<file path="src/rtl/spi_pkg.sv">
// Shared definitions for the SPI mode-0 slave responder: width and idle-byte
// defaults, the frame FSM state type and the fixed SPI mode.
package spi_pkg;

    localparam int unsigned          SPI_DATA_WIDTH = 8;
    localparam logic [7:0]           SPI_IDLE_BYTE  = 8'hFF;

    // Mode 0: clock idles low, data sampled on the rising edge.
    localparam logic                 SPI_CPOL       = 1'b0;
    localparam logic                 SPI_CPHA       = 1'b0;

    typedef enum logic {
        ST_IDLE  = 1'b0,
        ST_SHIFT = 1'b1
    } state_t;

endpackage

</file>
<file path="src/rtl/spi_slave_responder_if.sv">
// Pin and byte-stream bundle of the SPI slave responder. The slave modport is
// the responder's view; the master modport is the SPI master / host view.
interface spi_slave_responder_if
    import spi_pkg::*;
#(
    parameter int DATA_WIDTH = SPI_DATA_WIDTH
);

    logic                  spi_sclk;
    logic                  spi_cs_n;
    logic                  spi_mosi;
    logic                  spi_miso;
    logic                  spi_miso_oe;
    logic [DATA_WIDTH-1:0] tx_data;
    logic                  tx_valid;
    logic                  tx_ready;
    logic [DATA_WIDTH-1:0] rx_data;
    logic                  rx_valid;
    logic                  tx_underrun;
    logic                  selected;

    modport slave (
        input  spi_sclk, spi_cs_n, spi_mosi, tx_data, tx_valid,
        output spi_miso, spi_miso_oe, tx_ready, rx_data, rx_valid,
               tx_underrun, selected
    );

    modport master (
        output spi_sclk, spi_cs_n, spi_mosi, tx_data, tx_valid,
        input  spi_miso, spi_miso_oe, tx_ready, rx_data, rx_valid,
               tx_underrun, selected
    );

endinterface

</file>
<file path="src/rtl/sync_edge_detect.sv">
// Multi-flop synchroniser for an asynchronous input followed by a
// previous-value flop; level and single-cycle rise/fall strobes.
module sync_edge_detect #(
    parameter int   SYNC_STAGES = 2,
    parameter logic RESET_VALUE = 1'b0
) (
    input  logic clk,
    input  logic reset,
    input  logic i_async,
    output logic o_level,
    output logic o_rise,
    output logic o_fall
);

    logic [SYNC_STAGES-1:0] r_sync;
    logic                   r_prev;

    // Shift the pin through the synchroniser and remember the last level.
    always_ff @(posedge clk) begin
        if (reset) begin
            r_sync <= {SYNC_STAGES{RESET_VALUE}};
            r_prev <= RESET_VALUE;
        end else begin
            r_sync <= {r_sync[SYNC_STAGES-2:0], i_async};
            r_prev <= r_sync[SYNC_STAGES-1];
        end
    end

    assign o_level = r_sync[SYNC_STAGES-1];
    assign o_rise  = r_sync[SYNC_STAGES-1] & ~r_prev;
    assign o_fall  = ~r_sync[SYNC_STAGES-1] & r_prev;

endmodule

</file>
<file path="src/rtl/spi_slave_responder.sv">
// SPI mode-0 slave responder: oversampled pins, byte receive with a one-cycle
// valid pulse, one-entry response buffer with IDLE_BYTE substitution.
module spi_slave_responder
    import spi_pkg::*;
#(
    parameter int                    DATA_WIDTH  = SPI_DATA_WIDTH,
    parameter int                    SYNC_STAGES = 2,
    parameter logic [DATA_WIDTH-1:0] IDLE_BYTE   = DATA_WIDTH'(SPI_IDLE_BYTE)
) (
    input  logic                  clk,
    input  logic                  reset,
    spi_slave_responder_if.slave  bus
);

    localparam int unsigned           CNT_W    = (DATA_WIDTH > 1) ? $clog2(DATA_WIDTH) : 1;
    localparam logic [CNT_W-1:0]      CNT_LAST = CNT_W'(DATA_WIDTH - 1);

    logic w_sclk_level, w_sclk_rise, w_sclk_fall;
    logic w_cs_level, w_cs_rise, w_cs_fall;
    logic w_mosi, w_mosi_rise, w_mosi_fall;
    logic w_unused_edges;

    state_t                r_state;
    state_t                w_next_state;
    logic                  w_load;
    logic                  w_tx_step;
    logic                  w_rx_step;
    logic                  w_frame_end;

    logic [DATA_WIDTH-1:0] r_tx_shift;
    logic [DATA_WIDTH-1:0] r_rx_shift;
    logic [DATA_WIDTH-1:0] r_rx_data;
    logic [DATA_WIDTH-1:0] r_buf;
    logic                  r_buf_full;
    logic                  r_rx_valid;
    logic                  r_underrun;
    logic                  r_selected;
    logic [CNT_W-1:0]      r_bit_cnt;
    logic [DATA_WIDTH-1:0] w_rx_byte;

    sync_edge_detect #(.SYNC_STAGES(SYNC_STAGES), .RESET_VALUE(1'b0)) u_sync_sclk (
        .clk(clk), .reset(reset), .i_async(bus.spi_sclk),
        .o_level(w_sclk_level), .o_rise(w_sclk_rise), .o_fall(w_sclk_fall)
    );

    // cs_n resets to the asserted level: a frame already in progress at reset
    // produces no falling edge until cs_n has been seen high again.
    sync_edge_detect #(.SYNC_STAGES(SYNC_STAGES), .RESET_VALUE(1'b0)) u_sync_cs (
        .clk(clk), .reset(reset), .i_async(bus.spi_cs_n),
        .o_level(w_cs_level), .o_rise(w_cs_rise), .o_fall(w_cs_fall)
    );

    sync_edge_detect #(.SYNC_STAGES(SYNC_STAGES), .RESET_VALUE(1'b0)) u_sync_mosi (
        .clk(clk), .reset(reset), .i_async(bus.spi_mosi),
        .o_level(w_mosi), .o_rise(w_mosi_rise), .o_fall(w_mosi_fall)
    );

    assign w_unused_edges = &{1'b0, w_sclk_level, w_cs_level, w_mosi_rise, w_mosi_fall};
    assign w_rx_byte      = {r_rx_shift[DATA_WIDTH-2:0], w_mosi};

    // Frame state register.
    always_ff @(posedge clk) begin
        if (reset) begin
            r_state <= ST_IDLE;
        end else begin
            r_state <= w_next_state;
        end
    end

    // Next state and per-cycle datapath strobes; cs edges take priority.
    always_comb begin
        w_next_state = r_state;
        w_load       = 1'b0;
        w_tx_step    = 1'b0;
        w_rx_step    = 1'b0;
        w_frame_end  = 1'b0;
        case (r_state)
            ST_IDLE: begin
                if (w_cs_fall) begin
                    w_next_state = ST_SHIFT;
                    w_load       = 1'b1;
                end
            end
            ST_SHIFT: begin
                if (w_cs_rise) begin
                    w_next_state = ST_IDLE;
                    w_frame_end  = 1'b1;
                end else if (w_sclk_rise) begin
                    w_rx_step = 1'b1;
                end else if (w_sclk_fall) begin
                    if (r_bit_cnt == '0) begin
                        w_load = 1'b1;
                    end else begin
                        w_tx_step = 1'b1;
                    end
                end
            end
            default: w_next_state = ST_IDLE;
        endcase
    end

    // One-entry response buffer: filled by the host, drained by byte loads.
    always_ff @(posedge clk) begin
        if (reset) begin
            r_buf      <= '0;
            r_buf_full <= 1'b0;
        end else begin
            if (w_load && r_buf_full) begin
                r_buf_full <= 1'b0;
            end
            if (bus.tx_valid && !r_buf_full) begin
                r_buf      <= bus.tx_data;
                r_buf_full <= 1'b1;
            end
        end
    end

    // Transmit shifter: load on byte start, shift on non-boundary falling edges.
    always_ff @(posedge clk) begin
        if (reset) begin
            r_tx_shift <= '1;
            r_underrun <= 1'b0;
        end else begin
            r_underrun <= 1'b0;
            if (w_load) begin
                if (r_buf_full) begin
                    r_tx_shift <= r_buf;
                end else begin
                    r_tx_shift <= IDLE_BYTE;
                    r_underrun <= 1'b1;
                end
            end else if (w_tx_step) begin
                r_tx_shift <= {r_tx_shift[DATA_WIDTH-2:0], 1'b0};
            end
        end
    end

    // Receive shifter, bit counter and completed-byte handoff.
    always_ff @(posedge clk) begin
        if (reset) begin
            r_rx_shift <= '0;
            r_rx_data  <= '0;
            r_rx_valid <= 1'b0;
            r_bit_cnt  <= '0;
        end else begin
            r_rx_valid <= 1'b0;
            if (w_load || w_frame_end) begin
                r_bit_cnt <= '0;
            end else if (w_rx_step) begin
                r_rx_shift <= w_rx_byte;
                if (r_bit_cnt == CNT_LAST) begin
                    r_bit_cnt  <= '0;
                    r_rx_data  <= w_rx_byte;
                    r_rx_valid <= 1'b1;
                end else begin
                    r_bit_cnt <= r_bit_cnt + CNT_W'(1);
                end
            end
        end
    end

    // Selection flag drives miso enable and the selected status output.
    always_ff @(posedge clk) begin
        if (reset) begin
            r_selected <= 1'b0;
        end else if (w_load) begin
            r_selected <= 1'b1;
        end else if (w_frame_end) begin
            r_selected <= 1'b0;
        end
    end

    assign bus.spi_miso    = r_selected ? r_tx_shift[DATA_WIDTH-1] : 1'b1;
    assign bus.spi_miso_oe = r_selected;
    assign bus.selected    = r_selected;
    assign bus.tx_ready    = ~r_buf_full;
    assign bus.rx_data     = r_rx_data;
    assign bus.rx_valid    = r_rx_valid;
    assign bus.tx_underrun = r_underrun;

endmodule
</file>
<file path="src/flat_wrapper.sv">
// flat-port wrapper written by rule: the top's interface ports become plain ports
module spi_slave_responder_flat import spi_pkg::*;
#(
    parameter int                    DATA_WIDTH  = SPI_DATA_WIDTH,
    parameter int                    SYNC_STAGES = 2,
    parameter logic [DATA_WIDTH-1:0] IDLE_BYTE   = DATA_WIDTH'(SPI_IDLE_BYTE)
)
  (clk, reset, bus_spi_sclk, bus_spi_cs_n, bus_spi_mosi, bus_tx_data, bus_tx_valid, bus_spi_miso, bus_spi_miso_oe, bus_tx_ready, bus_rx_data, bus_rx_valid, bus_tx_underrun, bus_selected);
  spi_slave_responder_if #(.DATA_WIDTH(DATA_WIDTH)) bus_i ();
  input  logic clk;
  input  logic reset;
  input wire logic [$bits(bus_i.spi_sclk)-1:0] bus_spi_sclk;
  input wire logic [$bits(bus_i.spi_cs_n)-1:0] bus_spi_cs_n;
  input wire logic [$bits(bus_i.spi_mosi)-1:0] bus_spi_mosi;
  input wire logic [$bits(bus_i.tx_data)-1:0] bus_tx_data;
  input wire logic [$bits(bus_i.tx_valid)-1:0] bus_tx_valid;
  output wire logic [$bits(bus_i.spi_miso)-1:0] bus_spi_miso;
  output wire logic [$bits(bus_i.spi_miso_oe)-1:0] bus_spi_miso_oe;
  output wire logic [$bits(bus_i.tx_ready)-1:0] bus_tx_ready;
  output wire logic [$bits(bus_i.rx_data)-1:0] bus_rx_data;
  output wire logic [$bits(bus_i.rx_valid)-1:0] bus_rx_valid;
  output wire logic [$bits(bus_i.tx_underrun)-1:0] bus_tx_underrun;
  output wire logic [$bits(bus_i.selected)-1:0] bus_selected;
  assign bus_i.spi_sclk = bus_spi_sclk;
  assign bus_i.spi_cs_n = bus_spi_cs_n;
  assign bus_i.spi_mosi = bus_spi_mosi;
  assign bus_i.tx_data = bus_tx_data;
  assign bus_i.tx_valid = bus_tx_valid;
  assign bus_spi_miso = bus_i.spi_miso;
  assign bus_spi_miso_oe = bus_i.spi_miso_oe;
  assign bus_tx_ready = bus_i.tx_ready;
  assign bus_rx_data = bus_i.rx_data;
  assign bus_rx_valid = bus_i.rx_valid;
  assign bus_tx_underrun = bus_i.tx_underrun;
  assign bus_selected = bus_i.selected;
  spi_slave_responder #(.DATA_WIDTH(DATA_WIDTH), .SYNC_STAGES(SYNC_STAGES), .IDLE_BYTE(IDLE_BYTE)) u_core (.clk(clk), .reset(reset), .bus(bus_i));
endmodule
</file>
<file path="config.mk">
export PLATFORM = sky130hd
export DESIGN_NAME = spi_slave_responder_flat
export DESIGN_NICKNAME = d
export VERILOG_FILES = /design/src/rtl/spi_pkg.sv /design/src/rtl/spi_slave_responder_if.sv /design/src/rtl/sync_edge_detect.sv /design/src/rtl/spi_slave_responder.sv /design/src/flat_wrapper.sv
export SDC_FILE = /design/constraint.sdc
export NUM_CORES = 1
export LEC_CHECK = 0
export CAP_MARGIN = 5
export CORE_ASPECT_RATIO = 1.5
export CORE_UTILIZATION = 56
export CTS_CLUSTER_DIAMETER = 50
export DETAILED_ROUTE_END_ITERATION = 12
export GPL_ROUTABILITY_DRIVEN = 0
export PLACE_DENSITY = 0.82
export SYNTH_ARGS = -nofsm -noshare
export SYNTH_HDL_FRONTEND = slang
export SYNTH_SLANG_ARGS = --single-unit
</file>
<file path="constraint.sdc">
create_clock -name clk -period 4.3 [get_ports clk]
set_input_delay 0.86 -clock clk [delete_from_list [all_inputs] [get_ports clk]]
set_output_delay 0.86 -clock clk [all_outputs]
set_load 0.01 [all_outputs]
</file>
==> results.yml, run 1 <==
power_and_ir_drop:
  ir_drop_mv: 0.328
  power.total_mw: 0.761
  leakagePower_nw: 0.908
  cellPowerDensity_mw_per_mm2: 351
placement:
  io_buffers: 27
  place_inst: 247
  dp_hpwl_mm: 2.35
critical_path:
  path_max_fanout: 12
  cp.arrival_ns: 1.49
  required_ns: 3.44
  startpoint_type: "register"
  critical_path_class: "reg2out"
  crit_path_end_kind: "output pin"
cts:
  cts_inserted_buffers: 5
  htreeDepth: 2
  cts_tree: "yes"
  cts_setup_buffers: 0
  clk_latency_ns: 0.29
  ctsHoldBuffers: 0
  clk_pin_slew_ns: 0.08
  cts_sinks: 47
  cts.repair.resized: 0
  cts_buffer_depth: 2
  cts_root_buffer: "clkbuf_8"
sta:
  slew_headroom_pct: 59.8
  hold_violations: 0
  fmax_mhz: 425
  rsz0062_at_grt: "no"
  finalCritPeriodShare_pct: 54.7
  setup_viol: 0
  final.setup.tns_ns: 0
  worstMarginPinSlew_ns: 0.601
  skew_ns: 0.00895
  slew_violations: 0
  period_needed_ns: 2.35
detailed_routing:
  wl_per_cell_um: 13.3
  ant_nets: 0
  dr.pass1.iters: 4
  wirelength_mm: 3.39
  drtIter0Drc: 24
  vias: 1386
  drc: 0
  viasPerCell: 5.44
status:
  outcome: "finished, final reports clean"
die:
  ios: 28
  start_util_pct: 58.9
  die_w_um: 48.8
  core_area_mm2: 0.00313
  num_rows: 25
  die_h_um: 72.2
  die-area_mm2: 0.00353
grt:
  antenna_found_initial: 0
  grt_max_degree: 45
  grt_pass1_wl_mm: 5.58
  grt_util_all_layers_pct: 20.7
  grt-ovfl-total: 0
  grt_pass1_vias: 1323
logic_synthesis:
  yosys_warnings: 0
  ys_seq_area_share_pct: 51.1
  syn_area_per_cell_um2: 9.59
  synth_nets: 209
  netlist_area_mm2: 0.00184
  postSynthCellCount: 192
  synthDistinctLibCells: 29
  ys_ff_latch: 47
finish:
  final_cell_count_no_fill: 255
  drive_gt1_share_pct: 5.58
  area_growth_pct: 17.5
  fillCellCount: 247
  nNetsFinal: 231
  n_antenna_cell: 0
flow_run:
  cap_viol_max_count: 0
hold_path:
  min_path_type: "reg2reg"
## routing by layer
layer	part of all wire (%)	GRT usage (%)	up-vias
met2	51	38.7	34
met5	0	0	-
met3	3.9	4.40	7
met4	2.5	11.1	0
met1	43	21.2	657
li1	-	-	688
## registers in the layout (all words and copies together), names as in the netlist, 2 cells and up
name and count:
u_core.bus.rx_data 8, u_core.r_buf 8, u_core.r_tx_shift 8, u_core.r_rx_shift 7, u_core.r_bit_cnt 3, u_core.u_sync_cs.r_sync 2, u_core.u_sync_mosi.r_sync 2, u_core.u_sync_sclk.r_sync 2
## logic make-up after synthesis
group	after synthesis	synth area share [%]
AOI/OAI and AO/OA	41	13.2
DFF	47	51.1
and+or+nand+nor	69	19.6
buffers and inverters	16	5.30
muxes	16	8.70
adders and majority gates	3	2.04
## Yosys cell counts
master	count	area (um^2)
nor3b_4	1	18.8
a221oi_1	1	8.76
nand3b_1	1	7.51
ha_1	3	37.5
a31oi_2	1	12.5
and4bb_2	1	12.5
o211a_1	1	10.0
or3_1	1	6.26
o21ai_1	1	5.00
nand2b_1	4	25.0
nor2_1	19	71.3
nor2b_1	11	68.8
dfxtp_1	47	941
nand3_1	1	5.00
nand2_1	21	78.8
a211o_1	1	8.76
a21oi_1	18	90.1
a31o_2	1	8.76
o21ai_0	15	75.1
buf_6	3	33.8
mux2i_1	16	160
inv_1	3	11.3
nor3b_1	7	52.6
a31o_4	1	17.5
clkbuf_1	6	22.5
buf_4	4	30.0
o21a_1	1	7.51
nand4_1	1	6.26
or3b_1	1	8.76
## final cells by class
type                    count  area (um^2)  share of cell area [%]
repair buffers             28          278                    12.8
inverters                   3         11.3                   0.520
multi-input cells         129          803                    37.1
clock buffers               7         76.3                    3.53
flip-flops and latches     47          941                    43.5
clock inverters             1         5.00                   0.231
well taps                  40         50.0                    2.31
## final timing paths
| path | startpoint | end | slack, ns | cells after the start |
|---|---|---|---|---|
| worst min register to register | u_core.u_sync_sclk.r_sync[0]$_SDFF_PP0_ | u_core.u_sync_sclk.r_sync[1]$_SDFF_PP0_ | 0.45 | 1 |
| worst max register to register | u_core.u_sync_cs.r_prev$_SDFF_PP0_ | u_core.r_bit_cnt[1]$_SDFFE_PP0N_ | 2.40 | 4 |
| worst min-delay path | u_core.u_sync_sclk.r_sync[0]$_SDFF_PP0_ | u_core.u_sync_sclk.r_sync[1]$_SDFF_PP0_ | 0.45 | 1 |
| worst max-delay path | u_core.r_buf_full$_SDFFE_PP0P_ | bus_tx_ready | 1.95 | 2 |
## where the power goes
| part | leakage, nW | internal (mW) | switching [mW] |
|---|---|---|---|
| Clock | 0.0422 | 0.114 | 0.138 |
| Sequential | 0.383 | 0.447 | 0.00741 |
| Combinational | 0.483 | 0.0266 | 0.0274 |
## stage by stage
| stage | area, um^2 | hold slack, ns | util [%] | setup WS, ns |
|---|---|---|---|---|
| 2_1_floorplan | 1840 | 0.414 | - | 2.75 |
| 6_report | 2160 | 0.446 | 69.2 | 1.95 |
| 5_1_grt | 2160 | 0.456 | 69.2 | 1.88 |
| 4_1_cts | 2160 | 0.444 | 69.2 | 1.94 |
| 3_3_place_gp | 2080 | 0.418 | 66.6 | 2.25 |
| 3_5_place_dp | 2080 | 0.425 | 66.6 | 2.17 |
## placed cells by master (no fill, tap or decap), types with 2 or more instances in the layout
master	instances
ha_1	3
nor2b_1	11
mux2i_1	16
nor2_1	19
inv_1	3
clkbuf_1	2
nor3b_1	7
o21ai_0	15
dfxtp_1	47
clkbuf_8	5
a21oi_1	18
nand2_1	21
clkdlybuf4s50_1	27
nand2b_1	4
## critical path: stages (launching register included)
cell	delay (ns)
dfxtp_1	0.32
inv_1	0.28
clkdlybuf4s50_1	0.61
No activity file was read; power rests on OpenSTA's default activity.
==> inputs of run 2 (changes only) <==
- CORE_UTILIZATION: 56 -> 52
- PLACE_DENSITY: 0.82 -> 0.77
- clock period: 4.3 -> 2.3 ns (I/O delays scaled with it)
==> results.yml, run 2 (same netlist as run 1, synthesis figures left out) <==
status:
  outcome: "finished, final reports clean"
cts:
  clk_latency_ns: 0.30
  cts_inserted_buffers: 5
  cts_sinks: 47
  cts.repair.resized: 0
  cts_setup_buffers: 0
  cts_buffer_depth: 2
  cts_root_buffer: "clkbuf_8"
  htreeDepth: 2
  ctsHoldBuffers: 0
  cts_tree: "yes"
  clk_pin_slew_ns: 0.08
hold_path:
  min_from: "u_core.u_sync_sclk.r_sync[0]$_SDFF_PP0_"
  hold_depth: 1
  hold-path-endpoint: "u_core.u_sync_sclk.r_sync[1]$_SDFF_PP0_"
  min_path_type: "reg2reg"
detailed_routing:
  wirelength_mm: 3.24
  ant_nets: 0
  drtIter0Drc: 47
  wl_per_cell_um: 12.5
  vias: 1357
  drc: 0
  dr.pass1.iters: 4
  viasPerCell: 5.24
power_and_ir_drop:
  power.share.sequential_pct: 59.4
  switching_share_pct: 23.1
  p_sw_mw: 0.330
  p_int_mw: 1.10
  share_comb_of_total_power_pct: 7.1
  ir_drop_mv: 0.589
  power_frac_clock_pct: 33.6
  leakagePower_nw: 0.920
  cellPowerDensity_mw_per_mm2: 651
finish:
  nNetsFinal: 233
  area_growth_pct: 19.4
  layout_common_cells: "dfxtp_1 (47), clkdlybuf4s50_1 (27), nand2_1 (21), nor2_1 (19), a21oi_1 (18)"
  final_common_cell: "dfxtp_1"
  final_cell_count_no_fill: 259
  fillCellCount: 287
  n_antenna_cell: 0
  drive_gt1_share_pct: 6.91
  design_area_mm2: 0.00220
placement:
  io_buffers: 27
  place_inst: 251
  pre_cts_slack_ns: 0.594
  dpl-instance-area_mm2: 0.00211
  dp_hpwl_mm: 2.30
critical_path:
  path_max_fanout: 12
  timing.rr.end: "u_core.r_bit_cnt[1]$_SDFFE_PP0N_"
  cpPeakStageDelay_ns: 0.60
  reg2reg_slack_ns: 0.61
  crit_chain: "inv_1, clkdlybuf4s50_1"
  crit_path_top_delay_cell: "clkdlybuf4s50_1"
  startpoint_type: "register"
  required_ns: 1.84
  crit_path_end_kind: "output pin"
  critical_path_class: "reg2out"
  r2r_start: "u_core.u_sync_cs.r_prev$_SDFF_PP0_"
  worstRegToRegCells: 4
  cp.arrival_ns: 1.49
sta:
  setup_viol: 0
  slew_headroom_pct: 67.5
  final.setup.tns_ns: 0
  fmax_mhz: 513
  worstMarginPinSlew_ns: 0.486
  layout_setup_ws_ns: 0.350
  finalCritPeriodShare_pct: 84.8
  rsz0062_at_grt: "no"
  whs_ns: 0.452
  hold_violations: 0
  slew_violations: 0
  skew_ns: 0.00549
  period_needed_ns: 1.95
grt:
  antenna_found_initial: 0
  grt-ovfl-total: 0
  grt_pass1_vias: 1210
  grt_max_degree: 37
  grt_util_all_layers_pct: 18.6
  grt_pass1_wl_mm: 5.14
die:
  die-area_mm2: 0.00379
  core_area_mm2: 0.00338
  start_util_pct: 54.4
  die_w_um: 50.6
  die_h_um: 74.9
  num_rows: 26
  ios: 28
flow_run:
  cap_viol_max_count: 0
## run 2: cell type report
cell class	instances	area, um^2	area share [%]
clock buffers	6	72.6	3.30
repair buffers	30	305	13.9
well taps	42	52.6	2.39
flip-flops and latches	47	941	42.8
clock inverters	2	12.5	0.569
inverters	3	11.3	0.512
multi-input cells	129	803	36.5
## run 2: power groups by stage
stage	Combinational [mW]	Clock (mW)	Sequential [mW]
6_report	0.101	0.480	0.849
5_1_grt	0.112	0.526	0.853
4_1_cts	0.102	0.493	0.849
3_5_place_dp	0.101	0	0.868
3_3_place_gp	0.0985	0	0.868
2_1_floorplan	0.0671	0	0.864
## run 2: how the worst max path moves through the flow
stage,from,endpoint,cells after the start
2_1_floorplan,u_core.r_bit_cnt[0]$_SDFFE_PP0N_,u_core.r_tx_shift[7]$_SDFFE_PP1P_,7
3_3_place_gp,bus_tx_valid,u_core.r_buf[7]$_SDFFE_PP0P_,4
3_5_place_dp,bus_tx_valid,u_core.r_buf[3]$_SDFFE_PP0P_,4
4_1_cts,u_core.r_buf_full$_SDFFE_PP0P_,bus_tx_ready,2
5_1_grt,u_core.r_buf_full$_SDFFE_PP0P_,bus_tx_ready,2
6_report,u_core.r_buf_full$_SDFFE_PP0P_,bus_tx_ready,2
## run 2: per-layer routing
layer  part of all wire (%)  track usage [%]  vias up
li1                       -                -      697
met1                     44             20.4      624
met2                     51             32.3       30
met3                    3.8             5.45        6
met4                    1.9             10.2        0
met5                      0                0        -
## run 2: through the flow
| stage | util [%] | power (mW) |
|---|---|---|
| after floorplan | - | 0.931 |
| after global placement | 62.5 | 0.966 |
| after detailed placement | 62.5 | 0.970 |
| after CTS | 65.0 | 1.44 |
| after global routing | 65.0 | 1.49 |
| final | 65.0 | 1.43 |
## run 2: critical path: cells and delay by family (launching register included)
family	cells	cell delay, ns
buffers and inverters	2	0.87
flip-flops	1	0.32
